`src/rtl/spi_pkg.sv`:
```
// Shared SPI definitions: controller state encoding, mode/bit-order constants
// and the SCK half-period helper. Also intended for use by the SPI slave.
package spi_pkg;

  typedef enum logic [2:0] {
    IDLE,
    SETUP,
    SHIFT,
    HOLD,
    FINISH
  } spi_state_t;

  // Bit 1 is CPOL, bit 0 is CPHA.
  localparam logic [1:0] SPI_MODE0 = 2'b00;
  localparam logic       MSB_FIRST = 1'b1;

  // System-clock cycles per SCK phase; never less than one.
  function automatic int spi_half(input int clockHz, input int sckHz);
    int h;
    h = clockHz / (2 * sckHz);
    return (h < 1) ? 1 : h;
  endfunction

endpackage

```
`src/rtl/spi_clock_divider.sv`:
```
// SCK phase timer: counts HALF system-clock cycles per SCK phase and flags
// whether the phase boundary is a rising or falling SCK edge.
module spi_clock_divider #(
  parameter int HALF = 1
) (
  input  logic clock,
  input  logic reset_n,
  input  logic i_enable,
  input  logic i_clear,
  output logic o_rise,
  output logic o_fall
);

  localparam int CW = (HALF > 1) ? $clog2(HALF) : 1;

  logic [CW-1:0] r_count;
  logic          r_phase;
  logic          w_tick;

  assign w_tick = i_enable && (r_count == CW'(HALF - 1));
  assign o_rise = w_tick && !r_phase;
  assign o_fall = w_tick && r_phase;

  // The count restarts on every edge so SCK high and low phases are equal.
  always_ff @(posedge clock or negedge reset_n) begin
    if (!reset_n) begin
      r_count <= '0;
      r_phase <= 1'b0;
    end else if (i_clear) begin
      r_count <= '0;
      r_phase <= 1'b0;
    end else if (i_enable) begin
      if (w_tick) begin
        r_count <= '0;
        r_phase <= ~r_phase;
      end else begin
        r_count <= r_count + 1'b1;
      end
    end
  end

endmodule

```
`src/rtl/spi_master.sv`:
```
// SPI mode-0 byte initiator: byte handshake in, received bytes out as strobes,
// chip select held low across a burst until a byte flagged last completes.
module spi_master
  import spi_pkg::*;
#(
  parameter int CLOCK_FREQUENCY = 27000000,
  parameter int SPI_FREQUENCY   = 1000000,
  parameter int CS_GAP_CYCLES   = 4
) (
  input  logic       clock,
  input  logic       reset_n,
  input  logic [7:0] tx_data,
  input  logic       tx_valid,
  input  logic       tx_last,
  output logic       tx_ready,
  output logic [7:0] rx_data,
  output logic       rx_valid,
  output logic       busy,
  output logic       spi_clk,
  output logic       spi_cs,
  output logic       spi_mosi,
  input  logic       spi_miso
);

  localparam int HALF = spi_half(CLOCK_FREQUENCY, SPI_FREQUENCY);
  localparam int GW   = $clog2(CS_GAP_CYCLES + 1);

  spi_state_t r_state;
  logic [7:0] r_txShift;
  logic [7:0] r_rxShift;
  logic [7:0] r_rxData;
  logic       r_last;
  logic       r_rxValid;
  logic       r_spiClk;
  logic       r_spiCs;
  logic       r_mosi;
  logic [2:0] r_bitCnt;
  logic [GW-1:0] r_gapCnt;

  logic       w_accept;
  logic       w_divEnable;
  logic       w_rise;
  logic       w_fall;
  logic [7:0] w_rxNext;
  logic [7:0] w_txNext;
  logic       w_firstBit;

  assign tx_ready = (r_state == IDLE) || (r_state == HOLD);
  assign busy     = (r_state != IDLE);
  assign rx_data  = r_rxData;
  assign rx_valid = r_rxValid;
  assign spi_clk  = r_spiClk;
  assign spi_cs   = r_spiCs;
  assign spi_mosi = r_mosi;

  assign w_accept   = tx_valid && tx_ready;
  assign w_rxNext   = MSB_FIRST ? {r_rxShift[6:0], spi_miso} : {spi_miso, r_rxShift[7:1]};
  assign w_txNext   = MSB_FIRST ? {r_txShift[6:0], 1'b0} : {1'b0, r_txShift[7:1]};
  assign w_firstBit = MSB_FIRST ? tx_data[7] : tx_data[0];

  // The divider stops during the strobe cycle that closes a byte.
  assign w_divEnable = (r_state == SETUP) || ((r_state == SHIFT) && !r_rxValid);

  spi_clock_divider #(
    .HALF(HALF)
  ) u_divider (
    .clock   (clock),
    .reset_n (reset_n),
    .i_enable(w_divEnable),
    .i_clear (!w_divEnable),
    .o_rise  (w_rise),
    .o_fall  (w_fall)
  );

  always_ff @(posedge clock or negedge reset_n) begin
    if (!reset_n) begin
      r_state   <= IDLE;
      r_txShift <= '0;
      r_rxShift <= '0;
      r_rxData  <= '0;
      r_last    <= 1'b0;
      r_rxValid <= 1'b0;
      r_spiClk  <= SPI_MODE0[1];
      r_spiCs   <= 1'b1;
      r_mosi    <= 1'b0;
      r_bitCnt  <= '0;
      r_gapCnt  <= '0;
    end else begin
      r_rxValid <= 1'b0;
      case (r_state)
        IDLE, HOLD: begin
          if (w_accept) begin
            r_txShift <= tx_data;
            r_last    <= tx_last;
            r_spiCs   <= 1'b0;
            r_mosi    <= w_firstBit;
            r_bitCnt  <= '0;
            r_state   <= SETUP;
          end
        end
        SETUP: begin
          if (w_rise) begin
            r_spiClk  <= 1'b1;
            r_rxShift <= w_rxNext;
            r_state   <= SHIFT;
          end
        end
        SHIFT: begin
          // The cycle after the 8th falling edge decides burst continuation.
          if (r_rxValid) begin
            if (r_last) begin
              r_spiCs  <= 1'b1;
              r_mosi   <= 1'b0;
              r_gapCnt <= '0;
              r_state  <= FINISH;
            end else begin
              r_state <= HOLD;
            end
          end else if (w_rise) begin
            r_spiClk  <= 1'b1;
            r_rxShift <= w_rxNext;
          end else if (w_fall) begin
            r_spiClk <= 1'b0;
            if (r_bitCnt == 3'd7) begin
              r_rxData  <= r_rxShift;
              r_rxValid <= 1'b1;
            end else begin
              r_txShift <= w_txNext;
              r_mosi    <= MSB_FIRST ? w_txNext[7] : w_txNext[0];
            end
            r_bitCnt <= r_bitCnt + 1'b1;
          end
        end
        FINISH: begin
          if (r_gapCnt == GW'(CS_GAP_CYCLES - 1)) begin
            r_state <= IDLE;
          end else begin
            r_gapCnt <= r_gapCnt + 1'b1;
          end
        end
        default: r_state <= IDLE;
      endcase
    end
  end

endmodule

```
`config.mk`:
```
export PLATFORM = sky130hd
export DESIGN_NAME = spi_master
export DESIGN_NICKNAME = d
export VERILOG_FILES = /design/src/rtl/spi_pkg.sv /design/src/rtl/spi_clock_divider.sv /design/src/rtl/spi_master.sv
export SDC_FILE = /design/constraint.sdc
export NUM_CORES = 1
export LEC_CHECK = 0
export CORE_MARGIN = 1.5
export CORE_UTILIZATION = 48
export DETAILED_ROUTE_END_ITERATION = 6
export MAX_ROUTING_LAYER = met4
export PLACE_DENSITY_LB_ADDON = 0.15
export SLEW_MARGIN = 20
export SYNTH_ARGS = -nofsm -noshare
export SYNTH_HDL_FRONTEND = slang
export SYNTH_SLANG_ARGS = --single-unit
export TNS_END_PERCENT = 5
```
`constraint.sdc`:
```
create_clock -name clock -period 2.33 [get_ports clock]
set_input_delay 0.466 -clock clock [delete_from_list [all_inputs] [get_ports clock]]
set_output_delay 0.466 -clock clock [all_outputs]
set_load 0.02 [all_outputs]
```
==> key figures <==
Outcome
  • Status: completed

Drt
  • Drt pass-1 iters: 4
  • Initial DRC count: 38
  • Drt drc: 0
  • Routed vias/inst: 5.41
  • DR WL/cell: 14.8 um
  • Detailed Route WL: 3650 um
  • Remaining antenna violation count: 0
  • Vias: 1331

Cells and area
  • Most common cell after layout, fill and taps aside: dfrtp_1
  • Share of layout cells above drive strength 1: 19.4%
  • Net count, final: 214
  • Final Non-Filler Cells: 246
  • Area Overhead vs Synth: 20.5%
  • Ant diodes: 0
  • Highest-count cells in the layout ignoring fill and taps: dfrtp_1 (39), clkdlybuf4s50_1 (25), mux2_2 (17)

Clock tree
  • Number of buffers created by CTS: 5
  • CTS max path bufs: 2
  • TritonCTS Sinks: 42
  • CTS Root Cell: clkbuf_8
  • H-Tree Level Count: 2
  • Clock transition at the registers of the reported paths: 0.08 ns
  • CTS tree: yes
  • Worst-Skew Late Latency: 0.29 ns
  • Cts hold-fix bufs: 0

Pwr
  • Leak: 1.10 nW
  • Maximum vdd drop: 0.449 mV
  • Pwr Density: 896 nW/um2

Synth
  • Area of the mapped netlist: 1990 um2
  • Most used DFF post-synth: dfrtp_1
  • Synthesized flop and latch total: 42
  • Syn Nets: 186
  • Number of synthesized flops with an enable pin: 0
  • Post-Syn Instances: 167
  • Synth warn: 0
  • Synth cell types: 44
  • Ys async rst share: 100%
  • Syn_area_per_cell: 11.9 um2
  • Sequential area share after synthesis: 53.0%

Setup path
  • CP Launch Type: register
  • Worst setup EP type: output pin
  • CP delay by family, top: buffers and inverters
  • Worst stage delay on the critical path: 0.61 ns
  • Crit path cell chain: xor2_1 -> nor2_1 -> clkdlybuf4s50_1
  • CP arrival: 1.72 ns
  • Critical path buffer and inverter count: 1
  • Crit-path slowest cell: clkdlybuf4s50_1
  • Worst setup startpoint: r_state[1]$_DFFE_PN0P_
  • Reg2reg start: r_state[2]$_DFFE_PN0P_
  • CP Max Fanout: 16
  • CP Class: reg -> out
  • CP Data Required Time: 1.86 ns

Floorplan
  • CORE AREA: 4000 um2
  • Die area: 4530 um2
  • DIE HEIGHT: 67.3 um
  • Die width: 67.3 um
  • Initial core utilization: 49.7%
  • Floorplan row count: 23
  • Ports: 27

STA
  • Fmax: 0.457 GHz
  • Tmin final: 2.19 ns
  • Slew @ Worst Pin: 0.536 ns
  • Final Hold Violating Endpoints: 0
  • Final setup vio count: 0
  • Setup Total Neg Slack: 0 ns
  • Post-route clock period utilization: 93.9%
  • Max-slew violations: 0
  • Worst Clk Skew: 0.00825 ns
  • Max_slew headroom: 64.2%
  • RSZ-0062 raised after global routing: no

Hold path
  • Worst min-delay path category: in -> async

Job
  • Max-cap violations: 0

Placed design
  • Routability congestion estimate: 0.777
  • HPWL Detailed: 2630 um
  • Cells after DPL: 238
  • PortBufs: 26

Global routing
  • Largest net degree at the start of global routing: 27
  • GRT Resource Usage Total: 19.6%
  • Antenna violations before repair: 0
  • Vias in the first global route: 1373
  • First-pass GRT wire length: 6440 um
  • Overflow left after global routing: 0
==> sequential cells by signal, indices dropped and copies added, names as in the netlist <==
signal / flops
spi_cs: 1
rx_data: 8
spi_clk: 1
r_txShift: 7
rx_valid: 1
u_divider.r_count: 4
r_bitCnt: 3
spi_mosi: 1
u_divider.r_phase: 1
r_gapCnt: 3
r_last: 1
r_state: 3
r_rxShift: 8
==> cells by family after synthesis <==
logic type	synth area share, %
xor gates and xnor gates	1.76
buffers and inverters	3.53
muxes	10.7
DFF	53.0
adders and majority gates	4.28
AOI/OAI and AO/OA	13.1
and+or+nand+nor	13.7
==> synth_stat cells (2+ instances only) <==
library cell / count / area (um2)
a21oi_1: 2 / 10.0
a22oi_1: 6 / 45.0
a41oi_1: 2 / 17.5
buf_2: 2 / 10.0
clkbuf_1: 4 / 15.0
dfrtp_1: 41 / 1030
ha_1: 6 / 75.1
inv_1: 7 / 26.3
mux2_2: 17 / 191
nand2_1: 9 / 33.8
nand2b_1: 7 / 43.8
nand3_1: 2 / 10.0
nor2_1: 8 / 30.0
nor2b_1: 2 / 12.5
nor3_1: 2 / 10.0
nor3_4: 2 / 32.5
nor3b_1: 4 / 30.0
o211ai_1: 2 / 15.0
o21ai_0: 6 / 30.0
o2bb2ai_1: 8 / 70.1
or3_1: 2 / 12.5
or4_1: 2 / 15.0
xor2_1: 3 / 26.3
==> through the flow <==
step | setup WS, ns | instance area [um2] | total power [mW] | util (%) | hold WS (ns)
3_5_place_dp | 0.311 | 2280 | 1.61 | 57.1 | 0.428
5_1_grt | 0.0364 | 2390 | 2.29 | 59.9 | 0.116
4_1_cts | 0.0449 | 2390 | 2.17 | 59.8 | 0.113
6_report | 0.143 | 2390 | 2.15 | 59.9 | 0.0924
3_3_place_gp | 0.374 | 2280 | 1.58 | 57.1 | 0.408
2_1_floorplan | 0.476 | 1990 | 1.42 | - | 0.170
==> final timing paths <==
path | slack, ns | to | cells past startpoint
worst max-delay path | 0.14 | tx_ready | 3
worst min-delay path | 0.09 | r_state[2]$_DFFE_PN0P_ | 1
worst max register to register | 0.30 | r_state[2]$_DFFE_PN0P_ | 4
worst min register to register | 0.49 | r_txShift[6]$_DFFE_PN0P_ | 1
max in group asynchronous | 1.57 | r_rxShift[0]$_DFFE_PN0P_ | 2
min in group clock | 0.49 | r_txShift[6]$_DFFE_PN0P_ | 1
==> final cells by class <==
cell class / instances / area, um2
Multi-Input combinational cell: 110 / 865
Clock inverter: 3 / 40.0
Sequential cell: 42 / 1050
Fill cell: 325 / 1610
Tap cell: 50 / 62.6
Clock buffer: 5 / 68.8
Inverter: 7 / 26.3
Timing Repair Buffer: 29 / 278
==> worst reg2reg max path, stage by stage, from the launching register on <==
cell and delay (ns):
dfrtp_1 0.54, inv_1 0.21, or4_1 0.65, o2111a_1 0.24, or2_2 0.27
==> metal layers <==
metal / vias up / track usage (%) / part of all wire, %
li1: 659 / - / -
met1: 650 / 25.5 / 48
met2: 17 / 30.6 / 48
met3: 5 / 4.33 / 3.1
met4: 0 / 6.12 / 1.4
met5: - / - / 0
==> where the power goes <==
part / internal (mW) / total [mW] / switching (mW)
Clock: 0.315 / 0.555 / 0.240
Combinational: 0.275 / 0.533 / 0.258
Sequential: 0.909 / 1.06 / 0.148
==> timing repair <==
item | CTS | global route
endpoints found under the setup margin | 0 | 1
resized for setup | 0 | 2
setup buffers | 0 | 0
hold endpoints to repair | 0 | 0
(Power assumes the default switching activity.)
